<file path="config.mk">
export PLATFORM = sky130hd
export DESIGN_NAME = hazard_ctrl_flat
export DESIGN_NICKNAME = d
export VERILOG_FILES = /design/src/rtl/hazard_ctrl_if.sv /design/src/rtl/hazard_ctrl.sv /design/src/flat_wrapper.sv
export SDC_FILE = /design/constraint.sdc
export NUM_CORES = 1
export LEC_CHECK = 0
export CAP_MARGIN = 40
export CORE_AREA = 2 2 104 106
export DETAILED_ROUTE_END_ITERATION = 7
export DIE_AREA = 0 0 106 108
export MAX_ROUTING_LAYER = met4
export PLACE_DENSITY = 0.81
export SKIP_CTS_REPAIR_TIMING = 1
export SYNTH_ARGS = -nofsm -noshare
export SYNTH_HDL_FRONTEND = slang
export SYNTH_SLANG_ARGS = --single-unit
</file>
<file path="constraint.sdc">
create_clock -name clk -period 3.3 [get_ports clk]
set_input_delay 0.495 -clock clk [delete_from_list [all_inputs] [get_ports clk]]
set_output_delay 0.495 -clock clk [all_outputs]
set_load 0.005 [all_outputs]
</file>
<file path="src/rtl/hazard_ctrl_if.sv">
// Decode-stage hazard bus: pipeline stage status into the hazard controller,
// forwarding/stall/flush controls back out to the pipe registers.
interface hazard_ctrl_if #(
    parameter int NUM_SRC = 2,
    parameter int DATA_W  = 32
);
    logic [NUM_SRC*5-1:0]      src_reg_d;
    logic [NUM_SRC-1:0]        src_used_d;
    logic                      md_start_d;
    logic                      md_use_d;
    logic                      reg_write_e;
    logic                      reg_write_m;
    logic                      reg_write_w;
    logic [4:0]                write_reg_e;
    logic [4:0]                write_reg_m;
    logic [4:0]                write_reg_w;
    logic                      mem_to_reg_e;
    logic                      mem_to_reg_m;
    logic [DATA_W-1:0]         alu_out_e;
    logic [DATA_W-1:0]         alu_out_m;
    logic [DATA_W-1:0]         result_w;
    logic                      branch_taken_e;
    logic [NUM_SRC-1:0]        fwd_en;
    logic [NUM_SRC*DATA_W-1:0] fwd_data;
    logic                      stall_f;
    logic                      stall_d;
    logic                      flush_d;
    logic                      flush_e;
    logic                      md_busy;
    logic [31:0]               perf_stalls;
    logic [31:0]               perf_flushes;

    modport master (
        output src_reg_d, src_used_d, md_start_d, md_use_d,
        output reg_write_e, reg_write_m, reg_write_w,
        output write_reg_e, write_reg_m, write_reg_w,
        output mem_to_reg_e, mem_to_reg_m,
        output alu_out_e, alu_out_m, result_w, branch_taken_e,
        input  fwd_en, fwd_data, stall_f, stall_d, flush_d, flush_e,
        input  md_busy, perf_stalls, perf_flushes
    );

    modport slave (
        input  src_reg_d, src_used_d, md_start_d, md_use_d,
        input  reg_write_e, reg_write_m, reg_write_w,
        input  write_reg_e, write_reg_m, write_reg_w,
        input  mem_to_reg_e, mem_to_reg_m,
        input  alu_out_e, alu_out_m, result_w, branch_taken_e,
        output fwd_en, fwd_data, stall_f, stall_d, flush_d, flush_e,
        output md_busy, perf_stalls, perf_flushes
    );
endinterface

</file>
<file path="src/rtl/hazard_ctrl.sv">
// Decode-stage hazard controller: E>M>W forwarding, load-use and mult/div stalls,
// redirect flush. Define HAZARD_PERF_EN to build the stall/redirect perf counters.
module hazard_ctrl #(
    parameter int NUM_SRC    = 2,
    parameter int DATA_W     = 32,
    parameter int MD_LATENCY = 4
) (
    input logic          clk,
    input logic          rst,
    hazard_ctrl_if.slave hz
);
    logic [NUM_SRC-1:0]        fwd_en_c;
    logic [NUM_SRC*DATA_W-1:0] fwd_data_c;
    logic [NUM_SRC-1:0]        ld_hit;
    logic                      load_stall;
    logic                      md_stall;
    logic                      stall;
    logic                      md_accept;
    logic [4:0]                md_cnt;

    function automatic logic reg_match(input logic wr, input logic [4:0] dst,
                                       input logic [4:0] src);
        return wr && (dst == src);
    endfunction

    // The youngest matching stage always decides; a load there blocks older forwards.
    always_comb begin
        fwd_en_c   = '0;
        fwd_data_c = '0;
        ld_hit     = '0;
        for (int i = 0; i < NUM_SRC; i++) begin
            if (hz.src_used_d[i] && (hz.src_reg_d[5*i +: 5] != 5'd0)) begin
                if (reg_match(hz.reg_write_e, hz.write_reg_e, hz.src_reg_d[5*i +: 5])) begin
                    if (hz.mem_to_reg_e) begin
                        ld_hit[i] = 1'b1;
                    end else begin
                        fwd_en_c[i]                      = 1'b1;
                        fwd_data_c[DATA_W*i +: DATA_W]   = hz.alu_out_e;
                    end
                end else if (reg_match(hz.reg_write_m, hz.write_reg_m, hz.src_reg_d[5*i +: 5])) begin
                    if (hz.mem_to_reg_m) begin
                        ld_hit[i] = 1'b1;
                    end else begin
                        fwd_en_c[i]                      = 1'b1;
                        fwd_data_c[DATA_W*i +: DATA_W]   = hz.alu_out_m;
                    end
                end else if (reg_match(hz.reg_write_w, hz.write_reg_w, hz.src_reg_d[5*i +: 5])) begin
                    fwd_en_c[i]                      = 1'b1;
                    fwd_data_c[DATA_W*i +: DATA_W]   = hz.result_w;
                end
            end
        end
    end

    assign load_stall = |ld_hit;
    assign md_stall   = hz.md_use_d && (md_cnt != 5'd0);
    assign stall      = load_stall || md_stall;

    // A redirect discards the D instruction, so it overrides any stall.
    assign hz.fwd_en   = fwd_en_c;
    assign hz.fwd_data = fwd_data_c;
    assign hz.stall_f  = stall && !hz.branch_taken_e;
    assign hz.stall_d  = stall && !hz.branch_taken_e;
    assign hz.flush_e  = stall && !hz.branch_taken_e;
    assign hz.flush_d  = hz.branch_taken_e;
    assign hz.md_busy  = (md_cnt != 5'd0);

    assign md_accept = hz.md_start_d && !stall && !hz.branch_taken_e;

    always_ff @(posedge clk) begin
        if (rst) begin
            md_cnt <= 5'd0;
        end else if (md_accept) begin
            md_cnt <= 5'(MD_LATENCY);
        end else if (md_cnt != 5'd0) begin
            md_cnt <= md_cnt - 5'd1;
        end
    end

`ifdef HAZARD_PERF_EN
    logic [31:0] perf_stalls_q;
    logic [31:0] perf_flushes_q;

    always_ff @(posedge clk) begin
        if (rst) begin
            perf_stalls_q  <= 32'd0;
            perf_flushes_q <= 32'd0;
        end else begin
            if (stall && !hz.branch_taken_e) perf_stalls_q <= perf_stalls_q + 32'd1;
            if (hz.branch_taken_e)          perf_flushes_q <= perf_flushes_q + 32'd1;
        end
    end

    assign hz.perf_stalls  = perf_stalls_q;
    assign hz.perf_flushes = perf_flushes_q;
`else
    assign hz.perf_stalls  = 32'd0;
    assign hz.perf_flushes = 32'd0;
`endif
endmodule

</file>
<file path="src/flat_wrapper.sv">
// flat-port wrapper written by rule: the top's interface ports become plain ports
module hazard_ctrl_flat 
#(
    parameter int NUM_SRC    = 2,
    parameter int DATA_W     = 32,
    parameter int MD_LATENCY = 4
)
  (clk, rst, hz_src_reg_d, hz_src_used_d, hz_md_start_d, hz_md_use_d, hz_reg_write_e, hz_reg_write_m, hz_reg_write_w, hz_write_reg_e, hz_write_reg_m, hz_write_reg_w, hz_mem_to_reg_e, hz_mem_to_reg_m, hz_alu_out_e, hz_alu_out_m, hz_result_w, hz_branch_taken_e, hz_fwd_en, hz_fwd_data, hz_stall_f, hz_stall_d, hz_flush_d, hz_flush_e, hz_md_busy, hz_perf_stalls, hz_perf_flushes);
  hazard_ctrl_if #(.NUM_SRC(NUM_SRC), .DATA_W(DATA_W)) hz_i ();
  input logic clk;
  input logic rst;
  input wire logic [$bits(hz_i.src_reg_d)-1:0] hz_src_reg_d;
  input wire logic [$bits(hz_i.src_used_d)-1:0] hz_src_used_d;
  input wire logic [$bits(hz_i.md_start_d)-1:0] hz_md_start_d;
  input wire logic [$bits(hz_i.md_use_d)-1:0] hz_md_use_d;
  input wire logic [$bits(hz_i.reg_write_e)-1:0] hz_reg_write_e;
  input wire logic [$bits(hz_i.reg_write_m)-1:0] hz_reg_write_m;
  input wire logic [$bits(hz_i.reg_write_w)-1:0] hz_reg_write_w;
  input wire logic [$bits(hz_i.write_reg_e)-1:0] hz_write_reg_e;
  input wire logic [$bits(hz_i.write_reg_m)-1:0] hz_write_reg_m;
  input wire logic [$bits(hz_i.write_reg_w)-1:0] hz_write_reg_w;
  input wire logic [$bits(hz_i.mem_to_reg_e)-1:0] hz_mem_to_reg_e;
  input wire logic [$bits(hz_i.mem_to_reg_m)-1:0] hz_mem_to_reg_m;
  input wire logic [$bits(hz_i.alu_out_e)-1:0] hz_alu_out_e;
  input wire logic [$bits(hz_i.alu_out_m)-1:0] hz_alu_out_m;
  input wire logic [$bits(hz_i.result_w)-1:0] hz_result_w;
  input wire logic [$bits(hz_i.branch_taken_e)-1:0] hz_branch_taken_e;
  output wire logic [$bits(hz_i.fwd_en)-1:0] hz_fwd_en;
  output wire logic [$bits(hz_i.fwd_data)-1:0] hz_fwd_data;
  output wire logic [$bits(hz_i.stall_f)-1:0] hz_stall_f;
  output wire logic [$bits(hz_i.stall_d)-1:0] hz_stall_d;
  output wire logic [$bits(hz_i.flush_d)-1:0] hz_flush_d;
  output wire logic [$bits(hz_i.flush_e)-1:0] hz_flush_e;
  output wire logic [$bits(hz_i.md_busy)-1:0] hz_md_busy;
  output wire logic [$bits(hz_i.perf_stalls)-1:0] hz_perf_stalls;
  output wire logic [$bits(hz_i.perf_flushes)-1:0] hz_perf_flushes;
  assign hz_i.src_reg_d = hz_src_reg_d;
  assign hz_i.src_used_d = hz_src_used_d;
  assign hz_i.md_start_d = hz_md_start_d;
  assign hz_i.md_use_d = hz_md_use_d;
  assign hz_i.reg_write_e = hz_reg_write_e;
  assign hz_i.reg_write_m = hz_reg_write_m;
  assign hz_i.reg_write_w = hz_reg_write_w;
  assign hz_i.write_reg_e = hz_write_reg_e;
  assign hz_i.write_reg_m = hz_write_reg_m;
  assign hz_i.write_reg_w = hz_write_reg_w;
  assign hz_i.mem_to_reg_e = hz_mem_to_reg_e;
  assign hz_i.mem_to_reg_m = hz_mem_to_reg_m;
  assign hz_i.alu_out_e = hz_alu_out_e;
  assign hz_i.alu_out_m = hz_alu_out_m;
  assign hz_i.result_w = hz_result_w;
  assign hz_i.branch_taken_e = hz_branch_taken_e;
  assign hz_fwd_en = hz_i.fwd_en;
  assign hz_fwd_data = hz_i.fwd_data;
  assign hz_stall_f = hz_i.stall_f;
  assign hz_stall_d = hz_i.stall_d;
  assign hz_flush_d = hz_i.flush_d;
  assign hz_flush_e = hz_i.flush_e;
  assign hz_md_busy = hz_i.md_busy;
  assign hz_perf_stalls = hz_i.perf_stalls;
  assign hz_perf_flushes = hz_i.perf_flushes;
  hazard_ctrl #(.NUM_SRC(NUM_SRC), .DATA_W(DATA_W), .MD_LATENCY(MD_LATENCY)) u_core (.clk(clk), .rst(rst), .hz(hz_i));
endmodule
</file>
After elaboration in Yosys (flattened, before gate mapping)
Cells that the tools add are included.

Output and inout bits: 135. Bits in registers: 5. ROM bits: 0. Bits in writable memories: 0. Bits of input ports: 133. Memories: 0. Word-level logic and storage cells: 60. Bits in latches: 0.

Add/subtract/negate cells: 1. Bitwise logic cells: 0. $lt $le $gt $ge: 0. Equality and inequality tests: 6. Muxes and demuxes: 30. Div/mod/pow operators: 0. Reductions and logical operators: 21. Shift-type cells: 0. Multiply operators: 0.

Operators by type and width (count): $mux W32 (10); $eq A5 B5 Y1 (6); $mux W1 (18); $reduce_bool A5 Y1 (3); $logic_and A1 B1 Y1 (12); $mux W3 (2); $sub A5 B1 Y5 const B (1); $reduce_or A2 Y1 (2); $logic_not A1 Y1 (2); $reduce_bool A2 Y1 (1); $logic_or A1 B1 Y1 (1).

Logic depth before layout (Yosys ltp)
Depth after elaboration: 11. Depth in mapped cells: 9.

Worst setup path after synthesis
No wires, ideal clock.

Path type: input-to-output. From: in hz_src_reg_d[0]. To: out hz_fwd_data[1]. Slack: 0.808 ns. Data arrival time: 1.997 ns. Data required time: 2.805 ns. Path buffers: 2. Cell stages on the path: 8. Cells stage by stage: clkbuf_1 -> xor2_1 -> nor4_1 -> nand3_1 -> nor2_1 -> clkbuf_1 -> nand3_1 -> a31oi_1.

Word-level cells in the longest chain between the ends: 6.

RTL lines: start: declaration (line flat_wrapper.sv:12) `input wire logic [$bits(hz_i.src_reg_d)-1:0] hz_src_reg_d;`; $eq A5 B5 Y1 (line hazard_ctrl.sv:23) `return wr && (dst == src);`; $logic_and A1 B1 Y1 (line hazard_ctrl.sv:23); $mux W32 (line hazard_ctrl.sv:47) `end else if (reg_match(hz.reg_write_w, hz.write_reg_w, hz.src_reg_d[5*i +: 5])) begin`; $mux W32 (line hazard_ctrl.sv:40) `end else if (reg_match(hz.reg_write_m, hz.write_reg_m, hz.src_reg_d[5*i +: 5])) begin`; $mux W32 (line hazard_ctrl.sv:33) `if (reg_match(hz.reg_write_e, hz.write_reg_e, hz.src_reg_d[5*i +: 5])) begin`; $mux W32 (*) (line hazard_ctrl.sv:32) `if (hz.src_used_d[i] && (hz.src_reg_d[5*i +: 5] != 5'd0)) begin`; end: declaration (line flat_wrapper.sv:29) `output wire logic [$bits(hz_i.fwd_data)-1:0] hz_fwd_data;`.

Every way passes the cells marked *; elsewhere a longest branch is shown, timed or not.

Worst setup path in the final report
From: in hz_write_reg_m[2]. To: out hz_stall_d.

Word-level cells in the longest chain between the ends: 8.

RTL lines: start: declaration (line flat_wrapper.sv:20) `input wire logic [$bits(hz_i.write_reg_m)-1:0] hz_write_reg_m;`; $eq A5 B5 Y1 (line hazard_ctrl.sv:23); $logic_and A1 B1 Y1 (line hazard_ctrl.sv:23); $mux W1 (line hazard_ctrl.sv:40); $mux W1 (line hazard_ctrl.sv:33); $mux W1 (line hazard_ctrl.sv:32); $reduce_or A2 Y1 (*) (line hazard_ctrl.sv:55) `assign load_stall = |ld_hit;`; $logic_or A1 B1 Y1 (*) (line hazard_ctrl.sv:57) `assign stall = load_stall || md_stall;`; $logic_and A1 B1 Y1 (*) (line hazard_ctrl.sv:63) `assign hz.stall_d = stall && !hz.branch_taken_e;`; end: declaration (line flat_wrapper.sv:31) `output wire logic [$bits(hz_i.stall_d)-1:0] hz_stall_d;`.

Marks and branches as above.

==> results.cfg <==
[global_route]
grt_pass1_vias = 4171
grt-ovfl-total = 0
antenna_found_initial = 0
grt_first_pass_wirelength_um = 20000
grt_use_total_pct = 22.4
grt_max_degree = 33

[routing]
drtIter0Drc = 344
vias = 4104
drt_wl_total_um = 14000
final_antenna_net_count = 0
viasPerCell = 5.27
drtPass1Iterations = 8
drc = 18
drt-wirelength-per-cell_um = 18.0

[clock_tree]
cts_buffers = 3
cts_tree = yes
clkTransAtPathRegs_ps = 40
clock_path_buffers = 2
cts-root-buf = clkbuf_8
clock-sinks = 5
htreeDepth = 1
clk_latency_ps = 220

[layout]
layout.cells.non_filler = 779
antenna_cells = 0
reg_top3 = u_core.md_cnt (5)
layout.nets = 778
top_register = u_core.md_cnt
final_layout_size_suffix_gt1_share_pct = 11.7
num-fill-cells = 969
largest_reg_flops = 5
post-route-util_pct = 53.6
fin_area_um2 = 5480
syn_to_final_growth_pct = 91.6

[timing]
fin_ws_ps = -20.6
slew_violations = 0
fmax_mhz = 301
post-route-min-period_ps = 3320
hold_viol = 0
finalCritPeriodShare_pct = 101
skew_ps = 2.57
setup_viol = 1
whs_ps = 493
rsz0062_at_grt = yes
finalSetupTns_ps = -20.6

[synth]
synth_commonest_cells = buf_4, nor2_1, nor2b_1, nor3_1
synth_area_per_cell_um2 = 6.75
async_reset_ff_share_pct = 0
synth_edf_count = 0
netlist_area_um2 = 2860
syn_inst = 424
synth.largest_area_cell = buf_4
yosys-top-cells-area = buf_4, nor2b_1, a222oi_1
yosysTopAreaCellShare_pct = 17.6
synth_warnings = 0
yosysUniqueCellTypes = 43
ys_ff_latch = 5
yosysSeqAreaShare_pct = 3.50
synth.most_common_cell = buf_4
synth-main-ff-cell = dfxtp_1

[place]
dp_slack_ps = -243
dp_hpwl_um = 10500
gp_congestion = 0.933
io_buffers = 203
dp.cells = 772
dpl_cell_area_um2 = 5140

[outcome]
failed_checks = DRC, setup timing
status = complete, but fails checks

[floorplanning]
start_util_pct = 28.0
dieArea_um2 = 11400
ioPinCount = 268
die_h_um = 108
core_area_um2 = 10200
rows = 37
die_w_um = 106

[power]
power.density_nw_per_um2 = 154
vdd_drop_max_mv = 0.255
power.leakage_nw = 3.32
power_mw = 0.845

[setup_path]
arrival_ps = 2830
path_max_fanout = 6
worstPathRequired_ps = 2800
critPathKind = input port to output pin
endpoint_kind = output pin
critPathLaunchType = input port

[worst_hold_path]
hp-class = flip-flop to flip-flop

[flow_run]
maxCapViolCount = 0
where the power goes:
| part | switching, mW | internal, mW |
|---|---|---|
| logic | 0.280 | 0.353 |
| registers | 0.0150 | 0.0831 |
| clock network | 0.0312 | 0.0830 |
| total | 0.326 | 0.519 |
layout make-up:
cell class,count,area [um2],share of cell area (%)
Inverter,5,18.8,0.343
Clock buffer,4,45.0,0.822
Sequential cell,5,100,1.83
Multi-Input combinational cell,372,2370,43.3
Timing Repair Buffer,257,2770,50.6
Tap cell,136,170,3.11
cells by family after synthesis:
logic type                 share of synthesized area, %
xor gates and xnor gates                           9.80
other                                             0.131
and+or+nand+nor                                    36.6
DFF                                                3.50
adders and majority gates                         0.437
buffers and inverters                              24.3
AOI/OAI and AO/OA                                  25.2
worst paths after layout:
path	startpoint	endpoint	slack, ps	cells after the start
hold / removal	u_core.md_cnt[4]$_SDFFE_PP0P_	u_core.md_cnt[4]$_SDFFE_PP0P_	490	2
setup reg to reg	u_core.md_cnt[0]$_SDFFE_PP0P_	u_core.md_cnt[1]$_SDFFE_PP0P_	1020	9
hold reg to reg	u_core.md_cnt[4]$_SDFFE_PP0P_	u_core.md_cnt[4]$_SDFFE_PP0P_	490	2
setup / recovery	hz_write_reg_m[2]	hz_stall_d	-20	9
metal layers:
layer,share of wire [%],track usage [%],vias to the layer above,wire [um]
met4,1.9,9.59,0,272
met2,54,42.6,271,7560
met1,36,22.8,1939,5030
li1,-,-,1863,-
met3,8.4,3.32,31,1170
met5,0,-,-,0
critical path, cell delays in order:
cell and delay [ps]:
clkdlybuf4s50_1 450, xor2_1 190, nor4_2 260, and3_1 230
buf_4 170, nor4b_4 220, nor2_1 100, a21oi_2 180
clkdlybuf4s50_1 520
layout by cell type (no fill, tap or decap), types with 2 or more instances in the layout:
cell             count
dlymetal6s2s_1      78
nand2_1              5
nand2b_1             3
nor2b_1             60
nor4_1               3
buf_4               42
and3_1               3
nor2_4               2
nor2b_4              2
buf_12              11
nor4_2               4
conb_1              64
xor2_1              16
nand4_1              2
clkdlybuf4s50_1    125
o21ai_0              2
a211oi_1             5
o21ai_4              2
dfxtp_1              5
nor2_1              63
nand3_1              4
nor3_1              35
inv_1                5
xnor2_1             16
a221oi_1            30
nor4b_4              2
a21oi_1              2
a222oi_1            30
clkbuf_8             3
Note: power is estimated with default switching activity, not from simulation.
